==> src/rtl/led_blink_pkg.sv <==
// Shared types for the multi-channel LED blinker.
// Mode encoding matches the i_Wr_Mode field of the write port.
package led_blink_pkg;

   localparam int unsigned PWM_W = 8;

   typedef enum logic [1:0] {
      MODE_OFF   = 2'b00,
      MODE_ON    = 2'b01,
      MODE_BLINK = 2'b10,
      MODE_PULSE = 2'b11
   } mode_t;

   typedef enum logic [2:0] {
      ST_OFF,
      ST_ON,
      ST_BLINK_HI,
      ST_BLINK_LO,
      ST_PULSE_HI,
      ST_DONE
   } chan_state_t;

endpackage

==> src/rtl/led_blink_chan.sv <==
// One blinker channel: mode FSM, half-period counter and
// shadow/active half-period registers.
module led_blink_chan
   import led_blink_pkg::*;
#(
   parameter int unsigned COUNT_W      = 24,
   parameter int unsigned DEFAULT_HALF = 1250000
) (
   input  logic               clk,
   input  logic               rst,
   input  logic               wr_en,
   input  logic [1:0]         wr_mode,
   input  logic [COUNT_W-1:0] wr_half,
   input  logic               sync,
   output logic               led_on
);

   localparam logic [COUNT_W-1:0] RST_HALF = COUNT_W'(DEFAULT_HALF);

   chan_state_t        state_q, state_d;
   mode_t              mode_q, mode_d, wr_mode_e;
   logic [COUNT_W-1:0] cnt_q, cnt_d;
   logic [COUNT_W-1:0] shadow_q, shadow_d;
   logic [COUNT_W-1:0] active_q, active_d;
   logic [COUNT_W-1:0] last_cnt;
   logic               at_end;
   logic               entry;

   assign wr_mode_e = mode_t'(wr_mode);
   // a half-period of 0 behaves like 1
   assign last_cnt  = (active_q == '0) ? '0 : active_q - COUNT_W'(1);
   assign at_end    = cnt_q >= last_cnt;
   assign entry     = wr_en &&
                      (wr_mode_e != mode_q || wr_mode_e == MODE_PULSE);

   always_ff @(posedge clk) begin
      if (rst) begin
         state_q  <= ST_OFF;
         mode_q   <= MODE_OFF;
         cnt_q    <= '0;
         shadow_q <= RST_HALF;
         active_q <= RST_HALF;
      end else begin
         state_q  <= state_d;
         mode_q   <= mode_d;
         cnt_q    <= cnt_d;
         shadow_q <= shadow_d;
         active_q <= active_d;
      end
   end

   always_comb begin
      state_d  = state_q;
      mode_d   = mode_q;
      cnt_d    = cnt_q;
      shadow_d = shadow_q;
      active_d = active_q;
      if (wr_en) begin
         mode_d   = wr_mode_e;
         shadow_d = wr_half;
      end
      if (entry) begin
         cnt_d    = '0;
         active_d = wr_half;
         unique case (wr_mode_e)
            MODE_OFF:   state_d = ST_OFF;
            MODE_ON:    state_d = ST_ON;
            MODE_BLINK: state_d = ST_BLINK_HI;
            MODE_PULSE: state_d = ST_PULSE_HI;
         endcase
      end else begin
         unique case (state_q)
            ST_BLINK_HI, ST_BLINK_LO: begin
               if (sync) begin
                  cnt_d    = '0;
                  active_d = shadow_d;
                  state_d  = ST_BLINK_HI;
               end else if (at_end) begin
                  cnt_d    = '0;
                  active_d = shadow_q;
                  state_d  = (state_q == ST_BLINK_HI) ?
                             ST_BLINK_LO : ST_BLINK_HI;
               end else begin
                  cnt_d = cnt_q + COUNT_W'(1);
               end
            end
            ST_PULSE_HI: begin
               if (sync) begin
                  cnt_d    = '0;
                  active_d = shadow_d;
               end else if (at_end) begin
                  cnt_d   = '0;
                  state_d = ST_DONE;
               end else begin
                  cnt_d = cnt_q + COUNT_W'(1);
               end
            end
            default: cnt_d = '0;
         endcase
      end
   end

   assign led_on = (state_q == ST_ON) ||
                   (state_q == ST_BLINK_HI) ||
                   (state_q == ST_PULSE_HI);

endmodule

==> src/rtl/led_blink_multi.sv <==
// Multi-channel LED blinker with per-channel mode and half-period.
// Define LED_BLINK_MULTI_PWM_EN for per-channel PWM duty dimming.
module led_blink_multi
   import led_blink_pkg::*;
#(
   parameter int unsigned CHANNELS     = 4,
   parameter int unsigned COUNT_W      = 24,
   parameter int unsigned DEFAULT_HALF = 1250000,
   parameter int unsigned CHAN_W       = 2
) (
   input  logic                i_Clk,
   input  logic                i_Rst,
   input  logic                i_Wr_En,
   input  logic [CHAN_W-1:0]   i_Wr_Chan,
   input  logic [1:0]          i_Wr_Mode,
   input  logic [COUNT_W-1:0]  i_Wr_Half,
   input  logic                i_Sync,
`ifdef LED_BLINK_MULTI_PWM_EN
   input  logic [PWM_W-1:0]    i_Duty,
`endif
   output logic [CHANNELS-1:0] o_LED
);

   logic [CHANNELS-1:0] wr_sel;
   logic [CHANNELS-1:0] fsm_led;
   logic [CHANNELS-1:0] led_d;

   // out-of-range channel numbers select nothing
   always_comb begin
      wr_sel = '0;
      for (int n = 0; n < CHANNELS; n++) begin
         wr_sel[n] = i_Wr_En && (32'(i_Wr_Chan) == n);
      end
   end

   for (genvar g = 0; g < CHANNELS; g++) begin : g_chan
      led_blink_chan #(
         .COUNT_W      (COUNT_W),
         .DEFAULT_HALF (DEFAULT_HALF)
      ) u_chan (
         .clk     (i_Clk),
         .rst     (i_Rst),
         .wr_en   (wr_sel[g]),
         .wr_mode (i_Wr_Mode),
         .wr_half (i_Wr_Half),
         .sync    (i_Sync),
         .led_on  (fsm_led[g])
      );
   end

`ifdef LED_BLINK_MULTI_PWM_EN
   logic [PWM_W-1:0] pwm_cnt;
   logic [PWM_W-1:0] duty_q [CHANNELS];

   always_ff @(posedge i_Clk) begin
      if (i_Rst) begin
         pwm_cnt <= '0;
         for (int n = 0; n < CHANNELS; n++) duty_q[n] <= '1;
      end else begin
         pwm_cnt <= pwm_cnt + PWM_W'(1);
         for (int n = 0; n < CHANNELS; n++) begin
            if (wr_sel[n]) duty_q[n] <= i_Duty;
         end
      end
   end

   // full-scale duty must never blank, so it bypasses the compare
   always_comb begin
      led_d = '0;
      for (int n = 0; n < CHANNELS; n++) begin
         led_d[n] = fsm_led[n] &&
                    (duty_q[n] == '1 || pwm_cnt < duty_q[n]);
      end
   end
`else
   assign led_d = fsm_led;
`endif

   always_ff @(posedge i_Clk) begin
      if (i_Rst) o_LED <= '0;
      else       o_LED <= led_d;
   end

endmodule

==> config.mk <==
export PLATFORM = sky130hd
export DESIGN_NAME = led_blink_multi
export DESIGN_NICKNAME = d
export VERILOG_FILES = /design/src/rtl/led_blink_pkg.sv /design/src/rtl/led_blink_chan.sv /design/src/rtl/led_blink_multi.sv
export SDC_FILE = /design/constraint.sdc
export NUM_CORES = 1
export LEC_CHECK = 0
export CORE_MARGIN = 3
export CORE_UTILIZATION = 30
export CTS_BUF_LIST = sky130_fd_sc_hd__clkbuf_4
export CTS_CLUSTER_SIZE = 14
export DETAILED_ROUTE_END_ITERATION = 12
export GPL_ROUTABILITY_DRIVEN = 0
export SYNTH_ARGS = -nofsm -noshare
export SYNTH_HDL_FRONTEND = slang
export SYNTH_SLANG_ARGS = --single-unit
==> constraint.sdc <==
create_clock -name i_Clk -period 9.4 [get_ports i_Clk]
set_clock_uncertainty 0.05 [all_clocks]
set_input_delay 1.88 -clock i_Clk [delete_from_list [all_inputs] [get_ports i_Clk]]
set_output_delay 1.88 -clock i_Clk [all_outputs]
set_load 0.05 [all_outputs]
==> metrics.md <==
| Metric | Value |
|---|---|
| Outcome | `completed` |
| # IOs | `36` |
| Root buf cell | `clkbuf_4` |
| CP delay by family, top | `simple AND/OR/NAND/NOR gates` |
| DRT Pass-1 Iters | `5` |
| Residual DRC count | `0` |
| Detailed Route Iter0 Violations | `roughly 890` |
| Max_slew headroom | `around 22%` |
| CORE AREA | `between 0.05 and 0.06 mm^2` |
| Max stage delay on crit path | `between 0.6 and 0.7 ns` |
| Gr ovfl total | `0` |
| Final Hold Viols | `0` |
| Worst IR Drop VDD | `0.0637 mV` |
| IO buf count | `35` |
| Die Width | `approximately 250 um` |
| Post-Syn Nets | `roughly 2300` |
| Top_reg_cell synth | `dfxtp_1` |
| Final critical-path required period | `around 5.6 ns` |
| Routed vias | `~15000` |
| Final max-slew violation count | `0` |
| Fmax | `about 180 MHz` |
| Max Cap Viol | `0` |
| WP data required | `9.94 ns` |
| Final period util | `roughly 59%` |
| Warnings, synthesis | `0` |
| Vias in the first global route | `about 14000` |
| Hold Crit Start | `g_chan[0].u_chan.shadow_q[10]` |
| Reg-to-Reg Start | `g_chan[1].u_chan.active_q[2]` |
| HP Class | `register to register` |
| Mapped cell area | `~0.018 mm^2` |
| Place WS | `between 3 and 4 ns` |
| Final ANT Viol Nets | `0` |
| Initial antenna violation count | `2` |
| Setup slack after layout | `a little under 4 ns` |
| # resized after CTS | `0` |
| Leakage | `between 0.007 and 0.008 uW` |
| Critical path depth | `13` |
| Endpoints failing setup | `0` |
| CP max-delay cell | `nand4b_1` |
| H-tree Lvls | `3` |
| Ranking of synthesized cells by area | `dfxtp_1 35%, ha_1 7.6%, nand2_1 7.6%` |
| Pwr dens | `approximately 150 mW/mm^2` |
| Die area | `a little over 0.06 mm^2` |
| Worst-margin pin slew | `approximately 1.2 ns` |
| Largest net degree at the start of global routing | `about 100` |
| Seq cells post-synth | `about 310` |
| Fin util | `about a third` |
| RSZ-0062 raised after global routing | `false` |
| CTS tree | `yes` |
| Kind of start point of the critical path | `register` |
| Sequential share of the synthesized area | `35.1%` |
| Synth top area share | `a little over a third` |
| Die H | `roughly 250 um` |
| Latest clock arrival within the worst-skew pair | `~0.78 ns` |
| Hold depth | `2` |
| CP Cell Sequence | `or4_1 > nor4_1 > and2_1 > nand4b_1 > o21ai_1 > ha_1 > nand2_1 > nor4_1 > or4b_1 > a311oi_2 > buf_4 > or2_1 > a211oi_1` |
| Reg2reg path depth | `13` |
| Nets@finish | `about 2300` |
| Post-Synthesis Cells | `between 2000 and 2500` |
| Crit-path max FO | `25` |
| Worst Path Arrival | `between 6 and 7 ns` |
| Post-synth cell types | `between 70 and 80` |
| Hold Buf Count CTS | `0` |
| Post-synth EDFFs | `0` |
| WL/cell | `between 15 and 20 um` |
| Drt total wl | `45100 um` |
| Drt via density | `slightly above 5` |
| Total negative slack | `0 ns` |
| Num Clock Sinks | `312` |
| Gr usage total | `14.1%` |
| Post-detail-place hpwl | `about 32000 um` |
| Row Count | `88` |
| Avg Cell Area, Syn | `~8.2 um^2` |
| Ys async rst share | `0%` |
| Worst-path clk slew | `roughly 0.07 ns` |
| Crit Path Class | `register to register` |
| First-pass GRT wire length | `between 70000 and 80000 um` |
| Share of post-route cells with drive strength above 1 | `roughly 7.4%` |
| Clock buffer count from CTS | `88` |
| Largest area contributor in the netlist | `dfxtp_1` |
| Clock Path Buffers | `3` |
| Syn-to-layout area delta | `10.7%` |
| Worst Setup SP | `g_chan[1].u_chan.active_q[2]` |
| Setup bufs post-CTS | `0` |
| Worst setup EP type | `register` |
| Critical path buffers and inverters | `1` |
| Initial core utilization | `between 30% and 40%` |
| CP dominant cell by count | `nor4_1` |
==> synthesized netlist by cell type, types with 4 or more instances <==
| cell | number |
|---|---|
| and2_1 | 12 |
| buf_1 | 5 |
| a31oi_1 | 10 |
| nand4_1 | 31 |
| clkbuf_1 | 96 |
| or4_1 | 10 |
| nand3b_1 | 4 |
| a2111oi_0 | 36 |
| o31a_1 | 6 |
| a21oi_1 | 132 |
| nand2b_1 | 13 |
| or2_1 | 9 |
| o21ai_1 | 7 |
| and4_1 | 13 |
| nor2_1 | 234 |
| nand3_1 | 78 |
| nor3b_1 | 6 |
| or3_1 | 10 |
| mux2i_1 | 108 |
| o21ai_0 | 16 |
| nor4_1 | 34 |
| xnor2_1 | 71 |
| inv_1 | 30 |
| nor3_1 | 54 |
| dfxtp_1 | 312 |
| and3_1 | 12 |
| buf_2 | 23 |
| a31o_1 | 35 |
| nand2_1 | 359 |
| a21o_1 | 10 |
| a211oi_1 | 41 |
| mux2_1 | 18 |
| buf_4 | 12 |
| ha_1 | 108 |
| nor2b_1 | 57 |
| xor2_1 | 93 |
==> layout make-up <==
| type | instances | area (um^2) |
|---|---|---|
| Antenna cell | 2 | 5.00 |
| Clock buffer | 124 | 931 |
| Clock inverter | 20 | 159 |
| Fill cell | 6107 | 38500 |
| Inverter | 30 | 113 |
| Multi-Input combinational cell | 1684 | 10800 |
| Sequential cell | 312 | 6250 |
| Tap cell | 765 | 957 |
| Timing Repair Buffer | 48 | 449 |
==> state kept, by name, indices dropped and copies added (netlist names) <==
signal	flops
o_LED	4
g_chan.u_chan.mode_q	8
g_chan.u_chan.active_q	96
g_chan.u_chan.shadow_q	96
g_chan.u_chan.cnt_q	96
g_chan.u_chan.state_q	12
==> metal layers <==
metal / track usage (%) / part of all wire, % / up-vias
li1: - / - / 7619
met1: 19.0 / 49 / 7014
met2: 22.0 / 44 / 317
met3: 3.07 / 5.0 / 83
met4: 5.21 / 2.3 / 0
met5: 0 / 0 / -
==> worst reg2reg max path, delay by kind of cell, from the launching register on <==
family,cells,cell delay (ns)
compound gates,3,0.78
fa+ha+maj,1,0.19
buf+inv,1,0.31
flops,1,0.36
simple gates,8,3.71
==> layout by cell type (no fill, tap or decap), drive strengths merged, types with 4 or more instances in the layout <==
cell type,Yosys,routed
nand2,359,359
dfxtp,312,312
nor2,234,234
a21oi,133,133
clkbuf,96,124
mux2i,108,108
ha,108,108
xor2,93,93
nand3,78,78
xnor2,71,71
nor2b,57,57
nor3,56,56
a211oi,43,43
a2111oi,36,36
a31o,36,36
nor4,35,35
clkdlybuf4s50,0,34
inv,30,32
nand4,31,31
o21ai,23,23
mux2,19,19
clkinv,0,14
buf,43,14
nand2b,13,13
and4,13,13
or4,13,13
and3,12,12
and2,12,12
or3,10,10
a21o,10,10
a31oi,10,10
or2,10,10
o31a,6,6
nor3b,6,6
nand3b,4,4
==> stage by stage <==
| stage | instance area (um^2) | total power, uW | hold WS, ns | std cells |
|---|---|---|---|---|
| after CTS | 19700 | 2970 | 0.404 | 2983 |
| after detailed placement | 18600 | 1690 | 0.396 | 2839 |
| final | 19700 | 2920 | 0.403 | 2985 |
| after floorplan | 17800 | 1610 | 0.376 | 2165 |
| after global placement | 18600 | 1680 | 0.391 | 2839 |
| after global routing | 19700 | 3070 | 0.417 | 2984 |
==> cell families (layout without fill, tap and decap cells) <==
group	after synthesis	in the layout	synth area share [%]
multiplexers	127	127	7.28
other	0	2	0
XOR/XNOR	164	164	8.08
AO/OA/AOI/OAI	328	328	12.5
flip-flops	312	312	35.1
adder cells (fa/ha/maj)	108	108	7.60
AND/OR/NAND/NOR	957	957	25.3
buffers and inverters	169	222	4.11
==> report_power, final <==
group          leakage, uW  switching, uW  internal, uW  total (uW)
clock network     0.000646            577           681        1260
logic              0.00441            174           103         277
registers          0.00253           29.6          1360        1390
total              0.00758            781          2140        2920
==> path summary, 6_finish.rpt <==
check,to,slack [ns]
worst min-delay path,g_chan[0].u_chan.shadow_q[10],0.40
worst max register to register,g_chan[1].u_chan.active_q[3],3.85
worst min register to register,g_chan[0].u_chan.shadow_q[10],0.40
worst max-delay path,g_chan[1].u_chan.active_q[3],3.85
Power figures use the tool's default switching activity.
